## src/rtl/imem_loader.sv

```systemverilog
// Boot loader: parses a framed byte stream into little-endian words, writes them into
// instruction memory and releases the core only after a checksum-valid image.
module imem_loader #(
  parameter int unsigned DEPTH_WORDS = 256,
  parameter logic [31:0] BASE_ADDR   = 32'h0
) (
  input  logic        clk_i,
  input  logic        reset_i,
  input  logic        start_i,
  input  logic        s_valid_i,
  input  logic [7:0]  s_data_i,
  output logic        s_ready_o,
  output logic        wr_en_o,
  output logic [31:0] wr_addr_o,
  output logic [31:0] wr_data_o,
  output logic        core_hold_o,
  output logic        done_o,
  output logic        error_o
);

  typedef enum logic [2:0] {
    StIdle, StHdr0, StHdr1, StData, StWrite, StCsum, StDone, StErr
  } state_e;

  state_e      state_q, state_d;
  logic [15:0] cnt_q, cnt_d;
  logic [15:0] word_idx_q, word_idx_d;
  logic [1:0]  byte_idx_q, byte_idx_d;
  logic [7:0]  csum_q, csum_d;
  logic [31:0] word_q, word_d;
  logic [31:0] wr_addr_q, wr_addr_d;
  logic [31:0] wr_data_q, wr_data_d;
  logic [15:0] cnt_full;
  logic        xfer;

  assign s_ready_o   = (state_q == StHdr0) || (state_q == StHdr1) ||
                       (state_q == StData) || (state_q == StCsum);
  assign wr_en_o     = (state_q == StWrite);
  assign wr_addr_o   = wr_addr_q;
  assign wr_data_o   = wr_data_q;
  assign core_hold_o = (state_q != StDone);
  assign done_o      = (state_q == StDone);
  assign error_o     = (state_q == StErr);

  assign xfer     = s_valid_i && s_ready_o;
  assign cnt_full = {s_data_i, cnt_q[7:0]};

  always_comb begin
    state_d    = state_q;
    cnt_d      = cnt_q;
    word_idx_d = word_idx_q;
    byte_idx_d = byte_idx_q;
    csum_d     = csum_q;
    word_d     = word_q;
    wr_addr_d  = wr_addr_q;
    wr_data_d  = wr_data_q;
    unique case (state_q)
      StIdle: begin
        if (start_i) state_d = StHdr0;
      end
      StHdr0: begin
        if (xfer) begin
          cnt_d[7:0] = s_data_i;
          state_d    = StHdr1;
        end
      end
      StHdr1: begin
        if (xfer) begin
          cnt_d      = cnt_full;
          word_idx_d = '0;
          byte_idx_d = '0;
          csum_d     = '0;
          if (32'(cnt_full) > DEPTH_WORDS) state_d = StErr;
          else if (cnt_full == 16'd0)     state_d = StCsum;
          else                            state_d = StData;
        end
      end
      StData: begin
        if (xfer) begin
          word_d[{byte_idx_q, 3'b000} +: 8] = s_data_i;
          csum_d     = csum_q ^ s_data_i;
          byte_idx_d = byte_idx_q + 2'd1;
          if (byte_idx_q == 2'd3) begin
            // Latch the write now so it is presented in the very next cycle.
            wr_addr_d = BASE_ADDR + {14'd0, word_idx_q, 2'b00};
            wr_data_d = {s_data_i, word_q[23:0]};
            state_d   = StWrite;
          end
        end
      end
      StWrite: begin
        word_idx_d = word_idx_q + 16'd1;
        if (word_idx_q + 16'd1 == cnt_q) state_d = StCsum;
        else                             state_d = StData;
      end
      StCsum: begin
        if (xfer) state_d = (s_data_i == csum_q) ? StDone : StErr;
      end
      StDone, StErr: begin
        if (start_i) state_d = StHdr0;
      end
    endcase
  end

  always_ff @(posedge clk_i) begin
    if (reset_i) begin
      state_q    <= StIdle;
      cnt_q      <= '0;
      word_idx_q <= '0;
      byte_idx_q <= '0;
      csum_q     <= '0;
      word_q     <= '0;
      wr_addr_q  <= '0;
      wr_data_q  <= '0;
    end else begin
      state_q    <= state_d;
      cnt_q      <= cnt_d;
      word_idx_q <= word_idx_d;
      byte_idx_q <= byte_idx_d;
      csum_q     <= csum_d;
      word_q     <= word_d;
      wr_addr_q  <= wr_addr_d;
      wr_data_q  <= wr_data_d;
    end
  end

endmodule

```

## config.mk

```make
export PLATFORM = sky130hd
export DESIGN_NAME = imem_loader
export DESIGN_NICKNAME = d
export VERILOG_FILES = /design/src/rtl/imem_loader.sv
export SDC_FILE = /design/constraint.sdc
export NUM_CORES = 1
export LEC_CHECK = 0
export CAP_MARGIN = 15
export CORE_MARGIN = 2
export CORE_UTILIZATION = 40
export DETAILED_ROUTE_END_ITERATION = 16
export DONT_BUFFER_PORTS = 1
export GPL_TIMING_DRIVEN = 0
export PLACE_DENSITY = 0.64
export SLEW_MARGIN = 40
export SYNTH_ARGS = -nofsm -noshare
export SYNTH_HDL_FRONTEND = slang
export SYNTH_SLANG_ARGS = --single-unit
```

## constraint.sdc

```tcl
create_clock -name clk_i -period 5.7 [get_ports clk_i]
set_input_delay 1.14 -clock clk_i [delete_from_list [all_inputs] [get_ports clk_i]]
set_output_delay 1.14 -clock clk_i [all_outputs]
set_load 0.1 [all_outputs]
```

**Yosys cells after proc, flatten, opt, wreduce, memory -nomap -nowiden**

Cells that the tools add are included.

- Add/subtract/negate cells: 3
- Multipliers: 0
- Div/mod/pow operators: 0
- Order comparisons: 1
- Equality and inequality tests: 17
- Shift operators: 2
- Mux-type cells: 22
- Bitwise logic cells: 2
- Reduce and logical (&&, ||, !) cells: 16

Operators with widths:

| kind | number |
|---|---|
| $bwmux W32 | 1 |
| $pmux W16 S2 | 1 |
| $pmux W8 S2 | 2 |
| $shift A8 B7 Y32 const A | 1 |
| $shiftx A8 B7 Y32 | 1 |
| $mux W3 | 9 |
| $mux W8 | 3 |
| $pmux W3 S6 | 1 |
| $add A16 B1 Y16 const B | 1 |
| $eq A16 B16 Y1 | 1 |
| $gt A16 B9 Y1 const B | 1 |
| $logic_not A16 Y1 | 1 |
| $mux W16 | 1 |
| $eq A3 B3 Y1 const B | 4 |
| $reduce_and A3 Y1 | 3 |
| $eq A8 B8 Y1 | 1 |
| $ne A2 B2 Y1 const B | 4 |
| $xor A8 B8 Y8 | 1 |
| $neg A5 Y7 | 1 |
| $eq A3 B2 Y1 const B | 2 |
| $reduce_and A2 Y1 | 3 |
| $reduce_and A6 Y1 | 1 |
| $mux W2 | 2 |
| $ne A2 B1 Y1 const B | 2 |
| 12 further kinds | 15 |

- Register bits: 125
- Latch bits: 0
- Memory bits (writable): 0
- Memory bits (read-only): 0
- Input bits: 12
- Output and inout bits: 69
- Logic and storage cells: 72
- Memories: 0

**Logic depth before layout (Yosys ltp)**

Gate-level depths: netlist (run 1).

- Depth in word-level cells: 7
- Gate-level depth with buffers: 10
- Gate-level depth less buffers: 8

**Worst setup path before layout (run 1)**

Ideal clock, no wire load.

- Path kind: reg-to-output
- From: register state_q[2]
- To: output port done_o
- Arrival time: 2196 ps
- Data required time: 4560 ps
- Setup slack: 2364 ps
- Cell stages (with the launch flop): 5
- Path buffers: 1
- Cells stage by stage: dfxtp_1 > clkbuf_1 > nor2b_1 > nand2_1 > inv_1

- Longest elaborated chain between the ends: 1

Ends and longest elaborated chain:

| item | RTL line | RTL |
|---|---|---|
| start: declaration | 25 | `state_e state_q, state_d;` |
| start signal: assignment | 107 | `state_q <= StIdle;` |
| start signal: assignment | 116 | `state_q <= state_d;` |
| $eq A3 B3 Y1 | 42 | `assign done_o = (state_q == StDone);` |
| end: declaration | 17 | `output logic done_o,` |

No other way between the ends.

**Final worst setup path (run 1)**

Ends and elaborated chain as after synthesis.

==> impl_metrics.tcl, run 1 <==
set metrics [dict create \
    p_leak_nw 2.25 \
    arrival_ns 2.47 \
    hold_path_depth 2 \
    grt_pass1_vias 4727 \
    ctsHoldBuffers 0 \
    setup_ws_ns 2.09 \
    holdCritPathClass "register to register" \
    required_ns 4.56 \
    fp.dieArea_mm2 0.0145 \
    p_sw_mw 0.773 \
    routed_wl_um 14300 \
    portBuffers 0 \
    hpwl_um 10200 \
    pwr-share-clk_pct 42.9 \
    power_density_mw_per_mm2 381 \
    synth_enable_flop_cells 0 \
    rows 42 \
    start_util_pct 41.0 \
    clk_pin_slew_ns 0.06 \
    drc_errors 0 \
    htree_levels 4 \
    skew_ns 0.00726 \
    gp_congestion 0.869 \
    rsz0062_at_grt "no" \
    grt_use_total_pct 20.5 \
    worstSkewPairLatency_ns 0.42 \
    final_hold_viol_count 0 \
    synth_top_area_share_pct 43.1 \
    numCtsBuffers 17 \
    cts_tree "built" \
    cts_resized 0 \
    die_w_um 121 \
    p_comb_share_pct 20.7 \
    post_drt_wl_per_cell_um 15.4 \
    grt_overflow_total 0 \
    syn_avg_cell_area_um2 7.68 \
    p_int_mw 1.65 \
    diodes 0 \
    p_seq_share_pct 36.4 \
    crit_path_start_kind "register" \
    grt_pass1_wl_um 23500 \
    synth_area_leaders "dfxtp_1, nand2_1, a21oi_1" \
    hold_ws_ns 0.449 \
    grt_start_max_net_pins 17 \
    ys_seq_elements 117 \
    netlist_area_mm2 0.00543 \
    setup_tns_ns 0 \
    root_buffer "clkbuf_16" \
    die-height_um 121 \
    layout-drive-gt1-share_pct 16.6 \
    fmax_mhz 277 \
    core_area_mm2 0.0132 \
    crit_type "register to primary output" \
    status "finished, final reports clean" \
    drv_cap 0 \
    slew_viol_final 0 \
    viasPerCell 5.29 \
    worst_pin_slew_ns 0.819 \
    period_needed_ns 3.61 \
    synth_flop_cell "dfxtp_1" \
    setup_violations 0 \
    syn_to_final_growth_pct 17.2 \
    synth_cells 707 \
    cts_setup_buffers 0 \
    reg2reg_depth 8 \
    finalPower_mw 2.42 \
    pre_cts_ws_ns 2.52 \
    fin_util_pct 48.1 \
    synth_cell_type_count 47 \
    yosys_warnings 0 \
    relSlewSlack_pct 45.3 \
    first_pass_iters 5 \
    final_nets 759 \
    worstSetupEndpointType "primary output" \
    antenna_found_initial 0 \
    critical_path.max_fanout 9 \
    ant_nets 0 \
    seq_area_frac_synth_pct 43.1 \
    max-clock-path-buffers 2 \
    nFillCells 1310 \
    ios 81 \
    swShare_pct 31.9 \
    fin_crit_sh_pct 63.4 \
    vias 4916 \
    peakVddDrop_mv 0.195 \
    synth_top_area_cell "dfxtp_1" \
    async_reset_ff_share_pct 0 \
    cts.sink_count 117 \
    drt-initial-drc-count 334 \
]
cells in the mapped netlist (2+ instances only):
cell type,number
nand3_1,37
ha_1,6
o311ai_0,2
and2_1,5
inv_1,7
dfxtp_1,117
a211oi_1,3
nor3b_1,6
nor2_1,44
xor2_1,8
and3_1,2
nand3b_1,9
nor3_1,11
a311oi_1,3
xnor2_1,19
o31ai_1,2
clkbuf_1,38
buf_4,17
or3_1,3
mux2i_1,9
nand2_1,176
nor4_1,8
a21oi_1,111
nand2b_1,3
buf_2,17
nor2b_1,2
nand4_1,6
o21ai_0,17
worst max-delay path: stages, from the launching register on:
cell	delay, ns
dfxtp_1	0.30
clkbuf_1	0.27
nor2b_1	0.31
nand2_2	0.40
inv_1	0.76
cell type report:
cell class / count / area (µm²) / share of cell area [%]
multi-input cells: 526 / 2790 / 43.7
flip-flops and latches: 117 / 2400 / 37.7
clock buffers: 21 / 450 / 7.08
plain buffers: 72 / 355 / 5.58
well taps: 176 / 220 / 3.46
clock inverters: 11 / 126 / 1.99
inverters: 7 / 26.3 / 0.413
cells by family (layout without fill, tap and decap cells):
kind of cell               count (synthesis)  after routing  synth area share [%]
buffers and inverters                     79            111                  7.03
xor gates and xnor gates                  28             28                  4.77
other                                      1             16                0.0690
AOI/OAI and AO/OA                        148            148                  15.2
muxes                                     10             10                  1.94
DFF                                      117            117                  43.1
and+or+nand+nor                          317            317                  26.3
adders and majority gates                  7              7                  1.57
final timing paths:
kind | startpoint | to | slack [ns]
hold reg to reg | word_q[9]$_SDFFE_PP0P_ | wr_data_o[9]$_SDFFE_PP0P_ | 0.45
hold / removal | word_q[9]$_SDFFE_PP0P_ | wr_data_o[9]$_SDFFE_PP0P_ | 0.45
setup reg to reg | word_idx_q[0]$_SDFFE_PP0P_ | state_q[1]$_SDFFE_PP0P_ | 3.21
setup / recovery | state_q[2]$_SDFFE_PP0P_ | done_o | 2.09
layout by cell type, fill, tap and decap left out, drive strengths merged, types with 2 or more instances in the layout:
master,count
nand2,176
dfxtp,117
a21oi,111
clkbuf,59
nor2,45
nand3,38
buf,34
xnor2,19
o21ai,18
conb,16
nor3,11
mux2i,9
nand3b,9
nor4,9
inv,9
xor2,8
nand4,7
ha,6
nor3b,6
clkinv,6
and2,5
a211oi,3
a311oi,3
or3,3
o311ai,3
nand2b,3
nor2b,2
o31ai,2
bufinv,2
and3,2
through the flow:
step / std cells / area, µm²
finish: 930 / 6370
global route: 930 / 6370
CTS: 930 / 6350
detailed placement: 898 / 5770
global placement: 898 / 5710
floorplan: 722 / 5490
sequential cells by signal (all words and copies together), names as in the netlist:
register / cells
wr_addr_o: 16
cnt_q: 16
byte_idx_q: 2
word_q: 24
wr_data_o: 32
csum_q: 8
word_idx_q: 16
state_q: 3
power by group through the flow:
stage / Combinational, mW / Sequential [mW] / Clock, mW
final: 0.502 / 0.883 / 1.04
after global routing: 0.547 / 0.888 / 1.09
after CTS: 0.497 / 0.882 / 1.05
after detailed placement: 0.495 / 0.900 / 0
after global placement: 0.482 / 0.898 / 0
after floorplan: 0.406 / 0.891 / 0
per-layer routing:
layer	up-vias	global-route usage [%]	wire length, µm
li1	2422	-	-
met1	2302	26.2	6320
met2	168	32.3	6630
met3	24	6.46	1160
met4	0	7.49	227
met5	-	0	0
Note: power is estimated with default switching activity, not from simulation.
==> run 2, diff against run 1 <==
--- a/config.mk
+++ b/config.mk
@@ -11,7 +11,7 @@
 export DETAILED_ROUTE_END_ITERATION = 16
 export DONT_BUFFER_PORTS = 1
 export GPL_TIMING_DRIVEN = 0
-export PLACE_DENSITY = 0.64
+export PLACE_DENSITY = 0.66
 export SLEW_MARGIN = 40
 export SYNTH_ARGS = -nofsm -noshare
 export SYNTH_HDL_FRONTEND = slang
==> constraint.sdc (replaced) <==
create_clock -name clk_i -period 3.08 [get_ports clk_i]
set_input_delay 0.616 -clock clk_i [delete_from_list [all_inputs] [get_ports clk_i]]
set_output_delay 0.616 -clock clk_i [all_outputs]
set_load 0.1 [all_outputs]
==> run 2 against run 1 <==
Non-clock buffer count did not move. Core utilization about the same. Sequential cell count unchanged. Design area hardly changed. Critical path depth did not move. Global-route usage down 0.61 points. Clock skew fell by 0.0018 ns. Critical path type unchanged. Critical endpoint unchanged.
==> impl_metrics.tcl, run 2 (synthesis results as in run 1) <==
set metrics [dict create \
    grt_pass1_vias 4454 \
    clk_pin_slew_ns 0.06 \
    hpwl_um 9710 \
    grt_use_total_pct 19.8 \
    rsz0062_at_grt "no" \
    ios 81 \
    numCtsBuffers 17 \
    syn_to_final_growth_pct 17.3 \
    final_common_cell "nand2_1" \
    fp.dieArea_mm2 0.0145 \
    die_w_um 121 \
    required_ns 2.46 \
    p_int_mw 3.05 \
    diodes 0 \
    layout-drive-gt1-share_pct 16.8 \
    start_util_pct 41.0 \
    core_area_mm2 0.0132 \
    slew_viol_final 0 \
    gp_congestion 0.839 \
    setup_tns_ns 0 \
    reg2reg_depth 8 \
    crit_type "register to primary output" \
    worst_pin_slew_ns 0.695 \
    first_pass_iters 7 \
    drc_errors 0 \
    hold_path_depth 2 \
    swShare_pct 31.8 \
    period_needed_ns 2.90 \
    htree_levels 4 \
    cts_tree "built" \
    portBuffers 0 \
    fin_crit_sh_pct 94.1 \
    grt_start_max_net_pins 17 \
    grt_overflow_total 0 \
    vias 4795 \
    drt-initial-drc-count 487 \
    critical_path.max_fanout 9 \
    max-clock-path-buffers 2 \
    setup_violations 0 \
    worstSetupEndpointType "primary output" \
    skew_ns 0.00550 \
    relSlewSlack_pct 53.5 \
    routed_wl_um 13900 \
    post_drt_wl_per_cell_um 15.0 \
    fin_util_pct 48.1 \
    holdCritPathClass "register to register" \
    worstSkewPairLatency_ns 0.42 \
    crit_path_start_kind "register" \
    viasPerCell 5.16 \
    largest_reg_flops 32 \
    p_leak_nw 2.23 \
    pwr-share-clk_pct 43.0 \
    final_hold_viol_count 0 \
    die-height_um 121 \
    final_nets 759 \
    grt_pass1_wl_um 22700 \
    rows 42 \
    cts.sink_count 117 \
    p_seq_share_pct 36.5 \
    antenna_found_initial 0 \
    drv_cap 0 \
    p_sw_mw 1.43 \
    peakVddDrop_mv 0.456 \
    p_comb_share_pct 20.6 \
    arrival_ns 2.28 \
    root_buffer "clkbuf_16" \
    layout.cells.most_common_list "nand2_1, a21oi_1, dfxtp_1" \
    power_density_mw_per_mm2 703 \
    fmax_mhz 345 \
    status "finished, final reports clean" \
    ant_nets 0 \
]
==> run 2: repair_timing <==
action,CTS,global route
setup endpoints to repair,1,0
gates resized for setup,1,0
endpoints found under the hold margin,0,0
hold buffers,0,0
setup buffers,0,0
==> run 2: worst max-delay path, stage by stage (launching register included) <==
cell and delay (ns):
dfxtp_1 0.31, clkbuf_1 0.28, nor2b_1 0.31, nand2_2 0.42
clkinvlp_4 0.54
==> run 2: worst paths after layout <==
path                                   start                        end  slack [ns]
setup / recovery     state_q[2]$_SDFFE_PP0P_                     done_o        0.18
hold / removal        word_q[4]$_SDFFE_PP0P_  wr_data_o[4]$_SDFFE_PP0P_        0.45
setup reg to reg  word_idx_q[0]$_SDFFE_PP0P_    state_q[1]$_SDFFE_PP0P_        0.64
hold reg to reg       word_q[4]$_SDFFE_PP0P_  wr_data_o[4]$_SDFFE_PP0P_        0.45
==> run 2: area by class of cell <==
cell class,instances,area (µm²)
clock buffer,20,447
inverter,7,30.0
buffer,72,355
sequential,117,2400
fill,1267,6870
multi-input combinational,526,2790
clock inverter,12,129
tap,176,220
==> run 2: per-stage QoR <==
stage	setup slack [ns]	area (µm²)	cells	power (mW)	hold WS, ns
detailed placement	0.413	5770	898	2.58	0.438
finish	0.182	6370	930	4.48	0.450
global route	0.0618	6370	930	4.68	0.463
floorplan	0.268	5490	722	2.40	0.432
CTS	0.181	6350	930	4.49	0.447
global placement	0.0758	5710	898	2.56	0.442
==> run 2: power groups by stage <==
stage	clock network, mW	registers [mW]	logic [mW]
after floorplan	0	1.65	0.751
after global placement	0	1.66	0.897
after detailed placement	0	1.66	0.911
after CTS	1.95	1.63	0.915
after global routing	2.03	1.64	1.01
final	1.92	1.63	0.921
==> run 2: routing by layer <==
metal  GRT usage [%]  up-vias  routed length (µm)
li1                -     2423                   -
met2            30.5      127                6320
met5               0        -                   0
met1            26.4     2230                6520
met4            6.54        0                 165
met3            6.37       15                 899
